### src/rtl/bpsk_symbol_framer_if.sv
// rtl/bpsk_symbol_framer_if.sv - symbol-in / frame-out handshake bundle for the BPSK symbol framer
//
// Symbol side : sym_in, sym_valid, frame_start (upstream -> framer), sym_ready (framer -> upstream)
// Frame side  : frame_out, frame_valid, frame_err, frame_abort (framer -> demodulator),
//               frame_ready (demodulator -> framer)
// master = environment (symbol source and frame sink), slave = framer
interface bpsk_symbol_framer_if #(
    parameter int N = 12
) ();
    logic [1:0]     sym_in;
    logic           sym_valid;
    logic           frame_start;
    logic           sym_ready;
    logic [2*N-1:0] frame_out;
    logic           frame_valid;
    logic           frame_ready;
    logic           frame_err;
    logic           frame_abort;

    modport master (
        output sym_in, sym_valid, frame_start, frame_ready,
        input  sym_ready, frame_out, frame_valid, frame_err, frame_abort
    );

    modport slave (
        input  sym_in, sym_valid, frame_start, frame_ready,
        output sym_ready, frame_out, frame_valid, frame_err, frame_abort
    );
endinterface

### src/rtl/bpsk_symbol_framer.sv
// rtl/bpsk_symbol_framer.sv - aligns BPSK symbols on frame_start and packs N of them into a 2N-bit word
//
// Ports:
//   clk   - clock, all logic on the rising edge
//   rst_n - synchronous active-low reset
//   bus   - slave side of bpsk_symbol_framer_if: symbol handshake in, double-buffered frame out
//           (symbol k lands at frame_out[2k+1:2k], first received symbol is k=0)
module bpsk_symbol_framer #(
    parameter int N = 12
) (
    input  logic                clk,
    input  logic                rst_n,
    bpsk_symbol_framer_if.slave bus
);
    localparam int W  = 2 * N;
    localparam int CW = $clog2(N + 1);

    typedef enum logic [1:0] {
        IDLE    = 2'd0,
        COLLECT = 2'd1,
        FULL    = 2'd2
    } state_t;

    state_t          state_q, state_d;
    logic [CW-1:0]   count_q, count_d;
    logic [W-1:0]    asm_q, asm_d;
    logic            asm_err_q, asm_err_d;
    logic [W-1:0]    out_q;
    logic            valid_q;
    logic            err_q;
    logic            abort_q, abort_d;
    logic            accept;
    logic            illegal;
    logic            xfer;
    logic            load;

    assign bus.sym_ready   = (state_q != FULL);
    assign accept          = bus.sym_valid & bus.sym_ready;
    // 01 and 10 are the only legal codes; equal bits mean a corrupted symbol.
    assign illegal         = (bus.sym_in[1] == bus.sym_in[0]);
    assign xfer            = valid_q & bus.frame_ready;

    assign bus.frame_out   = out_q;
    assign bus.frame_valid = valid_q;
    assign bus.frame_err   = err_q;
    assign bus.frame_abort = abort_q;

    always_comb begin
        state_d   = state_q;
        count_d   = count_q;
        asm_d     = asm_q;
        asm_err_d = asm_err_q;
        abort_d   = 1'b0;
        load      = 1'b0;
        case (state_q)
            IDLE: begin
                // Symbols arriving before a frame_start belong to no frame and are dropped.
                if (accept && bus.frame_start) begin
                    asm_d     = W'(bus.sym_in);
                    asm_err_d = illegal;
                    count_d   = CW'(1);
                    state_d   = COLLECT;
                end
            end
            COLLECT: begin
                if (accept) begin
                    if (bus.frame_start) begin
                        // Restart: old partial frame is thrown away and reported once.
                        asm_d     = W'(bus.sym_in);
                        asm_err_d = illegal;
                        count_d   = CW'(1);
                        abort_d   = 1'b1;
                    end else begin
                        for (int k = 0; k < N; k++) begin
                            if (count_q == CW'(k)) begin
                                asm_d[2*k +: 2] = bus.sym_in;
                            end
                        end
                        asm_err_d = asm_err_q | illegal;
                        count_d   = count_q + 1'b1;
                        if (count_q == CW'(N - 1)) begin
                            state_d = FULL;
                        end
                    end
                end
            end
            FULL: begin
                // The output buffer is free if empty or being drained this very cycle,
                // which lets consecutive frames leave without a bubble.
                load = !valid_q || xfer;
                if (load) begin
                    count_d   = '0;
                    asm_err_d = 1'b0;
                    state_d   = IDLE;
                end
            end
            default: state_d = IDLE;
        endcase
    end

    always_ff @(posedge clk) begin
        if (!rst_n) begin
            state_q   <= IDLE;
            count_q   <= '0;
            asm_q     <= '0;
            asm_err_q <= 1'b0;
            out_q     <= '0;
            valid_q   <= 1'b0;
            err_q     <= 1'b0;
            abort_q   <= 1'b0;
        end else begin
            state_q   <= state_d;
            count_q   <= count_d;
            asm_q     <= asm_d;
            asm_err_q <= asm_err_d;
            abort_q   <= abort_d;
            if (load) begin
                out_q   <= asm_q;
                err_q   <= asm_err_q;
                valid_q <= 1'b1;
            end else if (xfer) begin
                valid_q <= 1'b0;
            end
        end
    end
endmodule

### src/flat_wrapper.sv
// flat-port wrapper written by rule: the top's interface ports become plain ports
module bpsk_symbol_framer_flat 
#(
    parameter int N = 12
)
  (clk, rst_n, bus_sym_in, bus_sym_valid, bus_frame_start, bus_frame_ready, bus_sym_ready, bus_frame_out, bus_frame_valid, bus_frame_err, bus_frame_abort);
  bpsk_symbol_framer_if #(.N(N)) bus_i ();
  input  logic clk;
  input  logic rst_n;
  input wire logic [$bits(bus_i.sym_in)-1:0] bus_sym_in;
  input wire logic [$bits(bus_i.sym_valid)-1:0] bus_sym_valid;
  input wire logic [$bits(bus_i.frame_start)-1:0] bus_frame_start;
  input wire logic [$bits(bus_i.frame_ready)-1:0] bus_frame_ready;
  output wire logic [$bits(bus_i.sym_ready)-1:0] bus_sym_ready;
  output wire logic [$bits(bus_i.frame_out)-1:0] bus_frame_out;
  output wire logic [$bits(bus_i.frame_valid)-1:0] bus_frame_valid;
  output wire logic [$bits(bus_i.frame_err)-1:0] bus_frame_err;
  output wire logic [$bits(bus_i.frame_abort)-1:0] bus_frame_abort;
  assign bus_i.sym_in = bus_sym_in;
  assign bus_i.sym_valid = bus_sym_valid;
  assign bus_i.frame_start = bus_frame_start;
  assign bus_i.frame_ready = bus_frame_ready;
  assign bus_sym_ready = bus_i.sym_ready;
  assign bus_frame_out = bus_i.frame_out;
  assign bus_frame_valid = bus_i.frame_valid;
  assign bus_frame_err = bus_i.frame_err;
  assign bus_frame_abort = bus_i.frame_abort;
  bpsk_symbol_framer #(.N(N)) u_core (.clk(clk), .rst_n(rst_n), .bus(bus_i));
endmodule
### config.mk
export PLATFORM = sky130hd
export DESIGN_NAME = bpsk_symbol_framer_flat
export DESIGN_NICKNAME = d
export VERILOG_FILES = /design/src/rtl/bpsk_symbol_framer_if.sv /design/src/rtl/bpsk_symbol_framer.sv /design/src/flat_wrapper.sv
export SDC_FILE = /design/constraint.sdc
export NUM_CORES = 1
export LEC_CHECK = 0
export BUFFER_PORTS_ARGS = -buffer_cell sky130_fd_sc_hd__buf_4
export CORE_MARGIN = 1
export CORE_UTILIZATION = 25
export DETAILED_ROUTE_END_ITERATION = 16
export SYNTH_ARGS = -nofsm -noshare
export SYNTH_HDL_FRONTEND = slang
export SYNTH_SLANG_ARGS = --single-unit
### constraint.sdc
create_clock -name clk -period 2.2 [get_ports clk]
set_input_delay 0.22 -clock clk [delete_from_list [all_inputs] [get_ports clk]]
set_output_delay 0.22 -clock clk [all_outputs]
set_load 0.02 [all_outputs]
==> results.yml <==
floorplan:
  initial_utilization_pct: 25.8
  pin_count: 35
  die_x_um: 108
  core_area_mm2: 0.0109
  dieArea_mm2: 0.0117
  rows: 38
  die_h_um: 108
sta:
  finalHoldViolations: 0
  skew_ns: 0.00998
  holdWs_ns: 0.184
  slew-limit-headroom_pct: 66.9
  fin_crit_sh_pct: 91.3
  min_period_ns: 2.01
  worst_slew_pin_slew_ns: 0.497
  rsz0062_at_grt: "false"
  setup_viol: 0
  setup_ws_ns: 0.192
  max_freq_mhz: 498
  fin_tns_setup_ns: 0
  drv_slew: 0
global_routing:
  antenna_found_initial: 0
  grt_max_degree: 63
  grt_first_pass_wirelength_um: 9770
  grt_usage_pct: 11.0
  gr-total-overflow: 0
  first_global_vias: 2035
clock_network:
  clockBufferDepth: 2
  postCtsSetupRepairBufs: 0
  clk_pin_slew_ns: 0.06
  cts_hold_buf: 0
  cts_buffers: 9
  clkLatencyLatePin_ns: 0.35
  cts.sinks: 58
  cts_tree: "built"
  cts_root_buffer: "clkbuf_8"
  cts_resized: 0
  htree_levels: 3
drt:
  first_pass_iters: 4
  routed_wl_um: 5780
  drt_iter0_markers: 86
  drtAntennaViolNets: 0
  wl_per_cell_um: 12.4
  via_per_inst: 4.34
  route.vias.total: 2023
  drc_errors: 0
synth:
  synth-adder-area-share_pct: 3.56
  yosys.area_share.xor_xnor_pct: 0.312
  synth.yosys.seq_area_share_pct: 41.3
  synth-simple-area-share_pct: 21.2
  syn_avg_cell_area_um2: 9.76
  synth.cell_area_mm2: 0.00281
  synth_edf_count: 0
  synthCells: 288
  ys_async_sr_fraction_pct: 0
  yosys_warnings: 0
  synth_top_family_by_area: "simple AND/OR/NAND/NOR gates"
  synth_fp_nets: 303
  synth_ff_type: "dfxtp_1"
  yosysUniqueCellTypes: 41
  synthMuxAreaShare_pct: 9.03
  synth-seq-cells: 58
  synth_compound_area_share_pct: 19.4
run:
  maxCapViolations: 0
hold_path:
  holdPathEnd: "u_core.bus.frame_abort"
  min_from: "bus_frame_start"
  hold_depth: 3
  hold_path.class: "in -> reg"
placement:
  dpl.cell_count: 450
  port_buffers: 34
  dpl.hpwl_um: 4020
  placed_cell_area_mm2: 0.00319
  pre_cts_slack_ns: 0.237
  gp_congestion: 0.760
power_and_ir_drop:
  power_frac_comb_pct: 23.4
  power.total_mw: 3.09
  p_switching_uw: 854
  pwr-share-clk_pct: 40.2
  powerDensity_mw_per_mm2: 896
  vdd_drop_max_mv: 0.243
  power.leakage_nw: 1.21
  swShare_pct: 27.7
  p_seq_share_pct: 36.4
  p_int_mw: 2.23
critical_path:
  start_kind: "flip-flop"
  crit_path_end_kind: "flip-flop"
  criticalPathCategory: "reg -> reg"
  cp.buffers_inverters: 2
  rr_worst_depth: 7
  crit_slowest_cell: "nor2b_2"
  path_cells: "inv_1 -> ha_1 -> nor2b_2 -> buf_4 -> a211oi_2 -> mux2i_1 -> nor2b_1"
  timing.rr.end: "u_core.asm_q[16]"
  crit_start: "u_core.state_q[1]"
  crit_fanout: 10
  crit_family: "simple AND/OR/NAND/NOR gates"
  crit_arrival_ns: 2.24
  r2r_setup_slack_ns: 0.19
  crit_path_max_incr_delay_ns: 0.43
  cp_data_required_time_ns: 2.43
  worst_r2r_startpoint: "u_core.state_q[1]"
cells_and_area:
  layout_common_cells: "58 x dfxtp_1, 57 x nand2_1, 41 x buf_4"
  fin_area_mm2: 0.00345
  finish.utilization_pct: 31.7
  final_nets: 336
  drive_above_1_share_pct: 22.7
  diodes: 0
  stdcell_count: 466
  final_common_cell: "dfxtp_1"
  area_growth_pct: 22.6
run_status:
  outcome: "completed"
[cell usage after synthesis, types with 2 or more instances]
cell | instances | area [um^2]
ha_1 | 8 | 100
o21ai_1 | 2 | 10.0
nor2_1 | 2 | 7.51
inv_1 | 6 | 22.5
o21ai_0 | 2 | 10.0
mux2i_1 | 24 | 240
nor2b_1 | 25 | 156
or3b_1 | 4 | 35.0
clkbuf_1 | 10 | 37.5
buf_2 | 5 | 25.0
a211oi_4 | 8 | 160
nand2b_1 | 3 | 18.8
nand3_1 | 4 | 20.0
dfxtp_1 | 58 | 1160
nand3b_1 | 8 | 60.1
a21boi_0 | 15 | 113
a211oi_2 | 3 | 37.5
a21boi_1 | 14 | 105
buf_6 | 4 | 45.0
and3b_1 | 2 | 17.5
and2_1 | 3 | 18.8
a21oi_1 | 3 | 15.0
nand2_1 | 57 | 214
[state kept, by name (all words and copies together) (netlist names)]
register                cells
u_core.bus.frame_out       24
u_core.bus.frame_err        1
u_core.bus.frame_valid      1
u_core.count_q              4
u_core.asm_err_q            1
u_core.state_q              2
u_core.asm_q               24
u_core.bus.frame_abort      1
[tightest hold or removal path: cells and delay by family]
kind | cells | cell delay, ns
AND/OR/NAND/NOR | 2 | 0.11
buffers and inverters | 1 | 0.14
[per-layer routing]
metal  track usage [%]  routed length (um)  vias up
met4              6.16                 132        0
met5                 0                   0        -
li1                  -                   -     1037
met2              17.1                2700       35
met3              3.92                 267       13
met1              13.2                2680      938
[power groups by stage]
stage	clock network (mW)	registers (mW)	logic, mW
CTS	1.27	1.12	0.729
finish	1.24	1.12	0.724
detailed placement	0	1.15	0.725
global placement	0	1.15	0.719
floorplan	0	1.14	0.614
global route	1.32	1.13	0.781
[area by class of cell]
type | instances | area (um^2)
clock inverter | 4 | 97.6
inverter | 6 | 22.5
sequential | 58 | 1160
multi-input combinational | 204 | 1510
clock buffer | 12 | 155
tap | 140 | 175
fill | 1124 | 7440
timing repair buffer | 42 | 328
[kinds of logic after synthesis]
kind of cell | after synthesis
AO/OA/AOI/OAI | 56
XOR/XNOR | 1
adder cells (fa/ha/maj) | 8
buffers and inverters | 26
flip-flops | 58
multiplexers | 25
AND/OR/NAND/NOR | 114
[worst max-delay path by stage]
stage / end / slack, ns / depth (start not counted)
floorplan: u_core.count_q[3] / 0.46 / 8
CTS: u_core.asm_q[16] / 0.23 / 7
finish: u_core.asm_q[16] / 0.19 / 7
global placement: u_core.count_q[3] / 0.28 / 7
global route: u_core.asm_q[17] / 0.05 / 7
detailed placement: u_core.asm_q[2] / 0.24 / 7
No activity file was read; power rests on OpenSTA's default activity.
